<file path="config.mk">
export PLATFORM = sky130hd
export DESIGN_NAME = icache
export DESIGN_NICKNAME = d
export VERILOG_FILES = /design/src/rtl/icache_pkg.sv /design/src/rtl/icache_array.sv /design/src/rtl/icache.sv
export SDC_FILE = /design/constraint.sdc
export NUM_CORES = 1
export LEC_CHECK = 0
export BUFFER_PORTS_ARGS = -buffer_cell sky130_fd_sc_hd__buf_2
export CORE_MARGIN = 8
export CORE_UTILIZATION = 40
export CTS_BUF_LIST = sky130_fd_sc_hd__clkbuf_8
export DETAILED_ROUTE_END_ITERATION = 10
export GPL_TIMING_DRIVEN = 0
export PLACE_DENSITY = 0.54
export REMOVE_ABC_BUFFERS = 1
export SLEW_MARGIN = 20
export SYNTH_ARGS = -nofsm -noshare
export SYNTH_HDL_FRONTEND = slang
export SYNTH_SLANG_ARGS = --single-unit
</file>
<file path="constraint.sdc">
create_clock -name clk_in -period 7.7 [get_ports clk_in]
set_clock_uncertainty 0.1 [all_clocks]
set_input_delay 1.54 -clock clk_in [delete_from_list [all_inputs] [get_ports clk_in]]
set_output_delay 1.54 -clock clk_in [all_outputs]
set_load 0.02 [all_outputs]
</file>
<file path="src/rtl/icache_pkg.sv">
// ----------------------------------------------------------------------------
// icache_pkg : shared geometry, FSM encoding and tag-width helper for icache
// Revision   : 1.0
// ----------------------------------------------------------------------------
`default_nettype none

package icache_pkg;

  localparam int INDEX_BITS_DEFAULT = 4;

  typedef enum logic [1:0] {
    S_IDLE  = 2'd0,
    S_REQ   = 2'd1,
    S_WAIT  = 2'd2,
    S_DRAIN = 2'd3
  } state_t;

  // Word-addressed lines: address bits [1:0] never reach the tag.
  function automatic int tag_bits(input int index_bits);
    return 32 - 2 - index_bits;
  endfunction

endpackage

`default_nettype wire

</file>
<file path="src/rtl/icache_array.sv">
// ----------------------------------------------------------------------------
// icache_array : direct-mapped valid/tag/data store, one async read, one write
// Revision     : 1.0
// ----------------------------------------------------------------------------
`default_nettype none

module icache_array
  import icache_pkg::*;
#(
  parameter int INDEX_BITS = INDEX_BITS_DEFAULT,
  localparam int TAG_BITS  = tag_bits(INDEX_BITS),
  localparam int LINES     = 1 << INDEX_BITS
) (
  input  logic                  clk,
  input  logic                  rst,
  input  logic [INDEX_BITS-1:0] rd_index,
  output logic                  rd_valid,
  output logic [TAG_BITS-1:0]   rd_tag,
  output logic [31:0]           rd_data,
  input  logic                  we,
  input  logic [INDEX_BITS-1:0] wr_index,
  input  logic [TAG_BITS-1:0]   wr_tag,
  input  logic [31:0]           wr_data
);

  logic [LINES-1:0]    valid;
  logic [TAG_BITS-1:0] tags  [LINES];
  logic [31:0]         words [LINES];

  always_ff @(posedge clk or posedge rst) begin
    if (rst) begin
      valid <= '0;
    end else if (we) begin
      valid[wr_index] <= 1'b1;
    end
  end

  // Tag and data contents are meaningless until the valid bit is set.
  always_ff @(posedge clk) begin
    if (we) begin
      tags[wr_index]  <= wr_tag;
      words[wr_index] <= wr_data;
    end
  end

  assign rd_valid = valid[rd_index];
  assign rd_tag   = tags[rd_index];
  assign rd_data  = words[rd_index];

endmodule

`default_nettype wire

</file>
<file path="src/rtl/icache.sv">
// ----------------------------------------------------------------------------
// icache : direct-mapped one-word-per-line instruction cache with flush/drain
// Revision : 1.0
// ----------------------------------------------------------------------------
`default_nettype none

module icache
  import icache_pkg::*;
#(
  parameter int INDEX_BITS = INDEX_BITS_DEFAULT,
  localparam int TAG_BITS  = tag_bits(INDEX_BITS)
) (
  input  logic        clk_in,
  input  logic        rst_in,
  input  logic        rdy_in,
  input  logic        fetch_valid,
  input  logic [31:0] fetch_pc,
  output logic        fetch_ready,
  input  logic        flush,
  output logic        inst_valid,
  output logic [31:0] inst_out,
  output logic [31:0] inst_pc,
  output logic        icache_in,
  output logic [31:0] icache_address_in,
  input  logic        icache_received,
  input  logic        icache_task_out,
  input  logic [31:0] value_load
);

  state_t      state, state_n;
  logic [31:0] req_pc, req_pc_n;
  logic        icache_in_n, inst_valid_n;
  logic [31:0] address_n, inst_out_n, inst_pc_n;

  logic                  rd_valid, fill, hit;
  logic [TAG_BITS-1:0]   rd_tag;
  logic [31:0]           rd_data;
  logic [31:0]           word_pc;
  logic                  unused_ok;

  assign word_pc   = {fetch_pc[31:2], 2'b00};
  assign unused_ok = ^fetch_pc[1:0];

  icache_array #(.INDEX_BITS(INDEX_BITS)) u_array (
    .clk      (clk_in),
    .rst      (rst_in),
    .rd_index (fetch_pc[INDEX_BITS+1:2]),
    .rd_valid (rd_valid),
    .rd_tag   (rd_tag),
    .rd_data  (rd_data),
    .we       (fill && rdy_in),
    .wr_index (req_pc[INDEX_BITS+1:2]),
    .wr_tag   (req_pc[31:INDEX_BITS+2]),
    .wr_data  (value_load)
  );

  assign hit         = rd_valid && (rd_tag == fetch_pc[31:INDEX_BITS+2]);
  assign fetch_ready = (state == S_IDLE);

  always_comb begin
    state_n      = state;
    req_pc_n     = req_pc;
    icache_in_n  = icache_in;
    address_n    = icache_address_in;
    inst_valid_n = 1'b0;
    inst_out_n   = inst_out;
    inst_pc_n    = inst_pc;
    fill         = 1'b0;
    unique case (state)
      S_IDLE: begin
        if (fetch_valid && !flush) begin
          if (hit) begin
            inst_valid_n = 1'b1;
            inst_out_n   = rd_data;
            inst_pc_n    = word_pc;
          end else begin
            state_n     = S_REQ;
            icache_in_n = 1'b1;
            address_n   = word_pc;
            req_pc_n    = word_pc;
          end
        end
      end
      S_REQ: begin
        // Once the controller has accepted, its response must be drained.
        if (flush) begin
          icache_in_n = 1'b0;
          state_n     = icache_received ? S_DRAIN : S_IDLE;
        end else if (icache_received) begin
          icache_in_n = 1'b0;
          state_n     = S_WAIT;
        end
      end
      S_WAIT: begin
        if (icache_task_out) begin
          fill    = 1'b1;
          state_n = S_IDLE;
          if (!flush) begin
            inst_valid_n = 1'b1;
            inst_out_n   = value_load;
            inst_pc_n    = req_pc;
          end
        end else if (flush) begin
          state_n = S_DRAIN;
        end
      end
      S_DRAIN: begin
        if (icache_task_out) begin
          fill    = 1'b1;
          state_n = S_IDLE;
        end
      end
      default: state_n = S_IDLE;
    endcase
  end

  always_ff @(posedge clk_in or posedge rst_in) begin
    if (rst_in) begin
      state             <= S_IDLE;
      req_pc            <= '0;
      icache_in         <= 1'b0;
      icache_address_in <= '0;
      inst_valid        <= 1'b0;
      inst_out          <= '0;
      inst_pc           <= '0;
    end else if (rdy_in) begin
      state             <= state_n;
      req_pc            <= req_pc_n;
      icache_in         <= icache_in_n;
      icache_address_in <= address_n;
      inst_valid        <= inst_valid_n;
      inst_out          <= inst_out_n;
      inst_pc           <= inst_pc_n;
    end
  end

endmodule

`default_nettype wire

</file>
==> impl_metrics.json <==
{
  "dr.pass1.iters": 5,
  "die_height_um": 336,
  "cts_buffers": 173,
  "clock.fmax_mhz": 158,
  "netlist.area_leader.share_pct": 68.1,
  "grt_pass1_wl_mm": 145,
  "grt_pass1_vias": 21318,
  "crit_fanout": 55,
  "setup_viol": 0,
  "crit_path_max_incr_delay_ns": 0.74,
  "clkTransAtPathRegs_ns": 0.06,
  "initial_core_util_pct": 40.3,
  "ant_nets": 0,
  "slowest_stage": "o41ai_4",
  "startpoint_type": "primary input",
  "grt_use_total_pct": 17.6,
  "grt_max_degree": 80,
  "cts_sinks": 1040,
  "yosysTopAreaCell": "edfxtp_1",
  "seq_area_frac_synth_pct": 74.9,
  "via_count": 19802,
  "cts-hold-fix-buffers": 0,
  "rrSetupSlack_ns": 2.78,
  "drcViolationCount": 0,
  "path_common_cell": "buf_4",
  "critPathTopFamily": "buffers and inverters",
  "dieArea_sq_mm": 0.113,
  "syn_inst": 1832,
  "cts_resized": 0,
  "cts_tree": "built",
  "io-pin-count": 170,
  "row_count": 117,
  "drive_above_1_share_pct": 40.3,
  "cts_setup_buffers": 0,
  "place_ws_ns": 0.489,
  "ys_seq_elements": 1040,
  "antenna_found_initial": 5,
  "status": "completed",
  "p_leak_nw": 16.8,
  "viasPerCell": 5.34,
  "r2r_start": "u_array.tags[10][17]$_DFFE_PP_",
  "cts_root_buf": "clkbuf_8",
  "synth_edf_count": 928,
  "cts_max_level": 4,
  "async_flop_share_pct": 10.8,
  "cp-end-kind": "flop",
  "hold_path_class": "flop to flop",
  "clk_path_buf_depth": 3,
  "p_per_area_mw_per_mm2": 284,
  "portBuffers": 163,
  "drt_iter0_drc": 1748,
  "area_growth_syn_to_layout_pct": 18.4,
  "layout_setup_ws_ns": 1.37,
  "avgSynthCellArea_sq_um": 22.3,
  "ys.flop_type": "edfxtp_1",
  "rsz0062_at_grt": "no",
  "crit_cells": 14,
  "cp_data_required_time_ns": 8.28,
  "min-delay-start": "u_array.valid[6]$_DFFE_PP0P_",
  "synth.distinct_cells": 56,
  "fp.coreArea_sq_mm": 0.102,
  "worstPathCellList": "buf_8, buf_16, mux4_1, mux4_2, xor2_1, or4_1, nor4_2, nand4_2, o41ai_4, buf_6, buf_4, buf_4, buf_4, mux2_2",
  "finalCriticalPeriod_ns": 6.33,
  "wire_per_inst_um": 27.0,
  "worst_slew_margin_rel_pct": 51.3,
  "die_w_um": 336,
  "clkLatencyLatePin_ns": 0.80,
  "ys_top_cells_by_area": "edfxtp_1 68%, mux4_2 13%, dfrtp_1 6.8%",
  "worst_pin_slew_ns": 0.727,
  "nets": 2267,
  "crit_type": "primary input to flop",
  "holdPathEnd": "u_array.valid[6]$_DFFE_PP0P_",
  "totalWireLength_mm": 100,
  "netlist_area_sq_mm": 0.0409,
  "total_power_mw": 13.8,
  "globalRouteOverflowTotal": 0,
  "critPathArrivalTime_ns": 6.91,
  "maxCapViolations": 0,
  "hold_depth": 1,
  "worst-path-buf-inv": 6,
  "post-dp-hpwl_mm": 64.0,
  "yosysWarningCount": 0,
  "postLayoutCoreUtil_pct": 47.7,
  "finalHoldViolCount": 0,
  "worstReg2RegEnd": "inst_out[26]$_DFFE_PP0P_",
  "fin_crit_sh_pct": 82.2,
  "r2r_cells": 12,
  "slew_viol_final": 0,
  "peakVddDrop_uv": 169,
  "gp_congestion": 0.703
}
[routing by layer]
metal  wire length, um  global-route usage [%]  up-vias  part of all wire [%]
li1                  -                       -     8422                     -
met1             45400                    25.3    10664                    45
met2             47100                    27.5      576                    47
met3              5680                    3.83      140                   5.7
met4              1850                    4.58        0                   1.8
met5                 0                       0        -                     0
[placed cells by master, fill, tap and decap left out, types with 17 or more instances in the layout]
master,netlist,layout
mux2_4,59,59
buf_16,0,46
xnor2_1,19,19
edfxtp_1,928,928
mux2_2,104,104
mux4_2,244,244
clkbuf_8,0,184
nand2_1,21,21
buf_12,0,19
clkinv_2,0,17
dfrtp_1,112,112
inv_1,3,71
buf_4,13,43
buf_2,23,159
mux2i_1,70,70
clkinv_1,0,35
[how the worst max path moves through the flow]
stage | startpoint | endpoint
3_3_place_gp | fetch_pc[2] | inst_out[26]$_DFFE_PP0P_
4_1_cts | fetch_pc[4] | inst_out[26]$_DFFE_PP0P_
6_report | fetch_pc[4] | inst_out[26]$_DFFE_PP0P_
2_1_floorplan | fetch_pc[5] | inst_out[26]$_DFFE_PP0P_
3_5_place_dp | fetch_pc[4] | inst_out[26]$_DFFE_PP0P_
5_1_grt | fetch_pc[2] | inst_out[26]$_DFFE_PP0P_
[power by group]
| part | total, mW | switching (mW) | internal (mW) |
|---|---|---|---|
| logic | 1.88 | 1.01 | 0.870 |
| clock network | 4.52 | 2.15 | 2.37 |
| registers | 7.37 | 0.525 | 6.85 |
[sequential cells by signal, summed over array words and instances, names as in the netlist]
register       count
inst_pc           30
icache_in          1
req_pc            30
u_array.words    512
state              2
inst_valid         1
u_array.tags     416
inst_out          32
u_array.valid     16
[cells in the mapped netlist, drive strengths merged, types with 4 or more instances]
library cell / n
a221oi: 5
nor3: 10
dfrtp: 112
o211ai: 4
xnor2: 19
edfxtp: 928
o21ai: 6
nand3: 4
mux2i: 70
mux2: 163
mux4: 247
buf: 64
nor2b: 10
clkbuf: 33
xor2: 14
or2: 16
nand2b: 9
nand2: 21
a22oi: 16
inv: 4
a21oi: 6
nand4: 4
or3: 4
nor2: 19
[stage by stage]
stage	hold slack (ns)	cells	setup TNS, ns	instance area [sq um]
2_1_floorplan	0.334	1738	0	40400
3_3_place_gp	0.346	3269	-3451.08	43000
3_5_place_dp	0.350	3389	0	45200
4_1_cts	0.364	3707	0	48500
5_1_grt	0.377	3708	0	48500
6_report	0.364	3710	0	48500
[final cells by class]
cell class | count | area, sq um
multi-input combinational | 694 | 9870
clock inverter | 134 | 687
inverter | 4 | 27.5
sequential | 1040 | 30700
tap | 1368 | 1710
fill | 8443 | 53100
timing repair buffer | 283 | 2960
clock buffer | 184 | 2530
antenna | 3 | 7.51
[cells by family after synthesis]
group,count (synthesis),share of synthesized area (%)
DFF,1040,74.9
muxes,480,20.4
and+or+nand+nor,116,1.57
buffers and inverters,101,1.30
AOI/OAI and AO/OA,61,1.14
xor gates and xnor gates,33,0.706
other,1,0.00916
[worst reg2reg max path, stage by stage (launching register included)]
cell,delay [ns]
edfxtp_1,0.36
mux4_1,0.50
mux4_2,0.47
xor2_1,0.17
or4_1,0.42
nor4_2,0.43
nand4_2,0.32
o41ai_4,0.74
buf_6,0.25
buf_4,0.21
buf_4,0.23
buf_4,0.24
mux2_2,0.36
(Power assumes the default switching activity.)
